--- config.mk ---
export PLATFORM = sky130hd
export DESIGN_NAME = bus_arbiter_flat
export DESIGN_NICKNAME = d
export VERILOG_FILES = /design/src/rtl/bus_arbiter_if.sv /design/src/rtl/bus_arbiter.sv /design/src/flat_wrapper.sv
export SDC_FILE = /design/constraint.sdc
export NUM_CORES = 1
export LEC_CHECK = 0
export CAP_MARGIN = 20
export CORE_ASPECT_RATIO = 1.1
export CORE_MARGIN = 2
export CORE_UTILIZATION = 34
export CTS_CLUSTER_DIAMETER = 40
export CTS_CLUSTER_SIZE = 10
export DETAILED_ROUTE_END_ITERATION = 8
export PLACE_DENSITY = 0.85
export REMOVE_ABC_BUFFERS = 1
export SLEW_MARGIN = 20
export SYNTH_ARGS = -nofsm -noshare
export SYNTH_HDL_FRONTEND = slang
export SYNTH_SLANG_ARGS = --single-unit
--- constraint.sdc ---
create_clock -name clk -period 3.3 [get_ports clk]
set_input_delay 0.495 -clock clk [delete_from_list [all_inputs] [get_ports clk]]
set_output_delay 0.495 -clock clk [all_outputs]
set_load 0.03 [all_outputs]
--- src/rtl/bus_arbiter_if.sv ---
// Shared-bus signal bundle between the four requesters and the arbiter.
// master = arbiter side (drives grant/bus), slave = requester side.
interface bus_arbiter_if #(
  parameter int DATA_W = 8
);
  // req is level-sensitive and never latched. gnt/owner/bus_valid are registered.
  // bus carries drv_data of owner in the same cycle while bus_valid=1 and is zero otherwise.
  logic [3:0]          req;
  logic [4*DATA_W-1:0] drv_data;
  logic [3:0]          gnt;
  logic [1:0]          owner;
  logic                bus_valid;
  logic [DATA_W-1:0]   bus;

  modport master (
    input  req, drv_data,
    output gnt, owner, bus_valid, bus
  );

  modport slave (
    output req, drv_data,
    input  gnt, owner, bus_valid, bus
  );
endinterface

--- src/rtl/bus_arbiter.sv ---
// Four-requester round-robin bus arbiter with a one-cycle turnaround between owners.
// Optional hold timeout is compiled in with macro BUS_ARB_TIMEOUT_EN.
module bus_arbiter #(
  parameter int DATA_W  = 8,
  parameter int TIMEOUT = 8
) (
  input  logic           clk,
  input  logic           rst,
  bus_arbiter_if.master  bif,
  output logic [1:0]     o_dbg_state
);
  typedef enum logic [1:0] {IDLE = 2'd0, GRANT = 2'd1, TURN = 2'd2} state_t;

  localparam logic [7:0] TO8 = 8'(TIMEOUT);

  state_t     r_state;
  logic [3:0] r_gnt;
  logic [1:0] r_owner;
  logic       r_valid;

  logic [1:0] w_winner;
  logic [1:0] w_idx;
  logic       w_found;
  logic       w_any_req;
  logic       w_expire;

  assign w_any_req = |bif.req;

  // Search starts just after the last owner, so that owner ends up lowest priority.
  always_comb begin
    w_winner = r_owner;
    w_found  = 1'b0;
    w_idx    = r_owner;
    for (int i = 1; i <= 4; i++) begin
      w_idx = r_owner + 2'(i);
      if (!w_found && bif.req[w_idx]) begin
        w_winner = w_idx;
        w_found  = 1'b1;
      end
    end
  end

`ifdef BUS_ARB_TIMEOUT_EN
  logic [7:0] r_hold;

  // r_hold counts grant cycles already completed; +1 includes the current one.
  assign w_expire = (({1'b0, r_hold} + 9'd1) >= {1'b0, TO8}) && |(bif.req & ~r_gnt);

  always_ff @(posedge clk) begin
    if (rst) begin
      r_hold <= 8'd0;
    end else if (r_state != GRANT) begin
      r_hold <= 8'd0;
    end else if (r_hold < TO8) begin
      r_hold <= r_hold + 8'd1;
    end
  end
`else
  // A legal TIMEOUT is never zero, so this folds to constant low.
  assign w_expire = (TO8 == 8'd0);
`endif

  always_ff @(posedge clk) begin
    if (rst) begin
      r_state <= IDLE;
      r_gnt   <= 4'b0000;
      r_owner <= 2'd3;
      r_valid <= 1'b0;
    end else begin
      case (r_state)
        IDLE, TURN: begin
          if (w_any_req) begin
            r_state <= GRANT;
            r_gnt   <= 4'b0001 << w_winner;
            r_owner <= w_winner;
            r_valid <= 1'b1;
          end else begin
            r_state <= IDLE;
            r_gnt   <= 4'b0000;
            r_valid <= 1'b0;
          end
        end
        GRANT: begin
          if (!bif.req[r_owner] || w_expire) begin
            r_state <= TURN;
            r_gnt   <= 4'b0000;
            r_valid <= 1'b0;
          end
        end
        default: begin
          r_state <= IDLE;
          r_gnt   <= 4'b0000;
          r_valid <= 1'b0;
        end
      endcase
    end
  end

  assign bif.gnt       = r_gnt;
  assign bif.owner     = r_owner;
  assign bif.bus_valid = r_valid;
  assign bif.bus       = r_valid ? bif.drv_data[r_owner*DATA_W +: DATA_W] : '0;
  assign o_dbg_state   = r_state;
endmodule

--- src/flat_wrapper.sv ---
// flat-port wrapper written by rule: the top's interface ports become plain ports
module bus_arbiter_flat 
#(
  parameter int DATA_W  = 8,
  parameter int TIMEOUT = 8
)
  (clk, rst, o_dbg_state, bif_req, bif_drv_data, bif_gnt, bif_owner, bif_bus_valid, bif_bus);
  bus_arbiter_if #(.DATA_W(DATA_W)) bif_i ();
  input  logic clk;
  input  logic rst;
  output logic [1:0] o_dbg_state;
  input wire logic [$bits(bif_i.req)-1:0] bif_req;
  input wire logic [$bits(bif_i.drv_data)-1:0] bif_drv_data;
  output wire logic [$bits(bif_i.gnt)-1:0] bif_gnt;
  output wire logic [$bits(bif_i.owner)-1:0] bif_owner;
  output wire logic [$bits(bif_i.bus_valid)-1:0] bif_bus_valid;
  output wire logic [$bits(bif_i.bus)-1:0] bif_bus;
  assign bif_i.req = bif_req;
  assign bif_i.drv_data = bif_drv_data;
  assign bif_gnt = bif_i.gnt;
  assign bif_owner = bif_i.owner;
  assign bif_bus_valid = bif_i.bus_valid;
  assign bif_bus = bif_i.bus;
  bus_arbiter #(.DATA_W(DATA_W), .TIMEOUT(TIMEOUT)) u_core (.clk(clk), .rst(rst), .bif(bif_i), .o_dbg_state(o_dbg_state));
endmodule
==> flow_summary_export.csv <==
group,metric,value,unit
outcome,status,"completed",
worst_setup_path,critical_path.max_fanout,9,
clock_network,cts_tree,"built",
worst_setup_path,cp.depth,3,
drt,wl_per_cell,15.9,µm
timing,fin_crit_sh,83.4,%
global_routing,grt_pass1_vias,808,
synthesis,synth.ff_latch_count,8,
clock_network,cts_buffers,3,
worst_setup_path,cp-end-kind,"primary output",
synthesis,synthTopCellsByArea,"mux4_2, dfxtp_1, and2_1, o21ai_0, a32o_1",
min_path,hold_class,"register to register",
worst_setup_path,worstSetupPathType,"register to primary output",
global_routing,grt_start_max_net_pins,17,
synthesis,yosysWarnings,0,
place,place.gp.congestion,0.820,
timing,slew_headroom,58.4,%
timing,fin_tns_setup,0,ns
clock_network,insertion_delay,0.26,ns
timing,hold_viol,0,
worst_setup_path,endpoint,"bif_bus[7]",
synthesis,ys_types,22,
worst_setup_path,cp_top_family,"flip-flops",
synthesis,ys_seq_area_share,24.7,%
clock_network,cts.path.max_buffers,2,
drt,drtAntennaViolNets,0,
clock_network,cts_root_buffer,"clkbuf_4",
final_layout,diodes,0,
final_layout,nNetsFinal,156,
synthesis,yosysTopAreaCellShare,31.3,%
worst_setup_path,critPathMaxStageDelay,0.66,ns
drt,via_per_inst,5.65,
timing,period_needed,2.75,ns
floorplan,coreArea,0.00178,mm²
clock_network,cts_resized,0,
drt,drt-initial-drc-count,6,
worst_setup_path,critPathSlowestCell,"dfxtp_1",
global_routing,grt_usage,21.7,%
clock_network,htreeDepth,1,
global_routing,antenna_found_initial,0,
global_routing,grt_pass1_wl,3.68,mm
clock_network,hold_buffers,0,
floorplan,die_x,45.6,µm
floorplan,die_y,49.8,µm
timing,rsz0062_at_grt,"false",
place,io_buffer_count,54,
worst_setup_path,r2r_cells,4,
final_layout,layout-drive-gt1-share,12.9,%
drt,wirelength,2.13,mm
clock_network,clkTransAtPathRegs,0.06,ns
timing,worstMarginPinSlew,0.623,ns
worst_setup_path,rr_startpoint,"u_core.bif.owner[0]",
timing,fmax,0.363,GHz
worst_setup_path,worst-endpoint-arrival,2.26,ns
timing,skew,0.00454,ns
worst_setup_path,worst_setup_path_start_kind,"register",
worst_setup_path,worstReg2RegEnd,"u_core.bif.gnt[0]",
worst_setup_path,rrSetupSlack,1.30,ns
worst_setup_path,critPathRequiredTime,2.80,ns
drt,drt-pass1-iter-count,4,
clock_network,cts_sinks,8,
synthesis,yosysTopAreaCell,"mux4_2",
pwr,p_leak,0.453,nW
floorplan,start_util,36.4,%
global_routing,grt-ovfl-total,0,
synthesis,avgSynthCellArea,10.5,µm²
final_layout,final_common_cell,"clkdlybuf4s50_1",
floorplan,rows,16,
final_layout,area_growth,87.8,%
place,hpwl,1.75,mm
floorplan,num_io_pins,55,
synthesis,netlist_area,648,µm²
run,drv_cap,0,
synthesis,syn_inst,62,
drt,num_vias,757,
worst_setup_path,crit_path_cell_trace,"mux4_2 -> and2_1 -> clkdlybuf4s50_1",
timing,setup_violations,0,
clock_network,postCtsSetupBuffers,0,
pwr,irDropWorstVdd,0.000225,V
worst_setup_path,crit_buf_inv,1,
final_layout,layout_common_cells,"clkdlybuf4s50_1, mux4_2, and2_1, dfxtp_1, o21ai_0",
pwr,fin_total_pwr,0.432,mW
floorplan,die-area,0.00227,mm²
worst_setup_path,crit_start,"u_core.bif.owner[0]",
timing,drv_slew,0,
pwr,power.density,354,mW/mm²
drt,drc,0,
[state kept, by name, indices dropped and copies added, names as in the netlist]
register	cells
u_core.bif.owner	2
u_core.o_dbg_state	1
u_core.bif.gnt	4
u_core.bif.bus_valid	1
[synthesized netlist by cell type (all sizes together)]
| cell | count |
|---|---|
| a21o | 1 |
| and4b | 1 |
| nor4b | 1 |
| a21oi | 2 |
| o211ai | 2 |
| clkbuf | 1 |
| o41ai | 2 |
| nor2b | 2 |
| nand2 | 3 |
| buf | 3 |
| a32o | 2 |
| inv | 3 |
| mux4 | 9 |
| a221oi | 1 |
| dfxtp | 8 |
| and2 | 8 |
| o21a | 2 |
| nand2b | 1 |
| nand3b | 1 |
| nor2 | 4 |
| o21ai | 5 |
[area by class of cell]
class | count | area, µm²
inverter | 3 | 11.3
clock buffer | 3 | 22.5
sequential | 8 | 160
timing repair buffer | 55 | 548
tap | 18 | 22.5
multi-input combinational | 47 | 453
fill | 147 | 564
[metrics by stage]
stage,instances,instance area [µm²],util (%),setup slack (ns),hold WS [ns]
floorplan,58,624,-,1.10,0.564
global placement,131,1190,67.1,0.710,0.439
detailed placement,131,1190,67.1,0.668,0.444
CTS,134,1220,68.3,0.492,0.456
global route,134,1220,68.3,0.448,0.493
finish,134,1220,68.3,0.549,0.453
[logic make-up (layout without fill, tap and decap cells)]
| family | after synthesis | after routing | share of synthesized area, % |
|---|---|---|---|
| AND/OR/NAND/NOR | 21 | 21 | 19.3 |
| AO/OA/AOI/OAI | 17 | 17 | 19.3 |
| buffers and inverters | 7 | 61 | 5.40 |
| multiplexers | 9 | 9 | 31.3 |
| flip-flops | 8 | 8 | 24.7 |
[routing by layer]
metal	vias to the layer above	part of all wire, %	GRT usage, %	routed length [µm]
li1	354	-	-	-
met3	4	13	4.76	283
met1	354	39	25.7	825
met5	-	0	0	0
met4	0	2.3	8.33	48
met2	45	46	36.6	971
[worst register-to-register path: cells and delay by family (launching register included)]
kind	cells	cell delay, ns
mux	1	0.55
compound gates	1	0.19
buf+inv	1	0.25
simple gates	1	0.24
flops	1	0.66
[worst min path at each step]
stage	from	endpoint	cells past startpoint
floorplan	rst	u_core.bif.bus_valid	1
global placement	u_core.bif.gnt[1]	u_core.bif.gnt[1]	2
detailed placement	u_core.bif.gnt[3]	u_core.bif.gnt[3]	2
CTS	u_core.bif.gnt[3]	u_core.bif.gnt[3]	2
global route	u_core.bif.gnt[3]	u_core.bif.gnt[3]	2
finish	u_core.bif.gnt[3]	u_core.bif.gnt[3]	2
[power breakdown]
part	internal [mW]	total [mW]	switching (mW)
clock network	0.0417	0.0761	0.0344
registers	0.107	0.130	0.0232
logic	0.131	0.225	0.0944
total	0.280	0.432	0.152
Power figures use the tool's default switching activity.
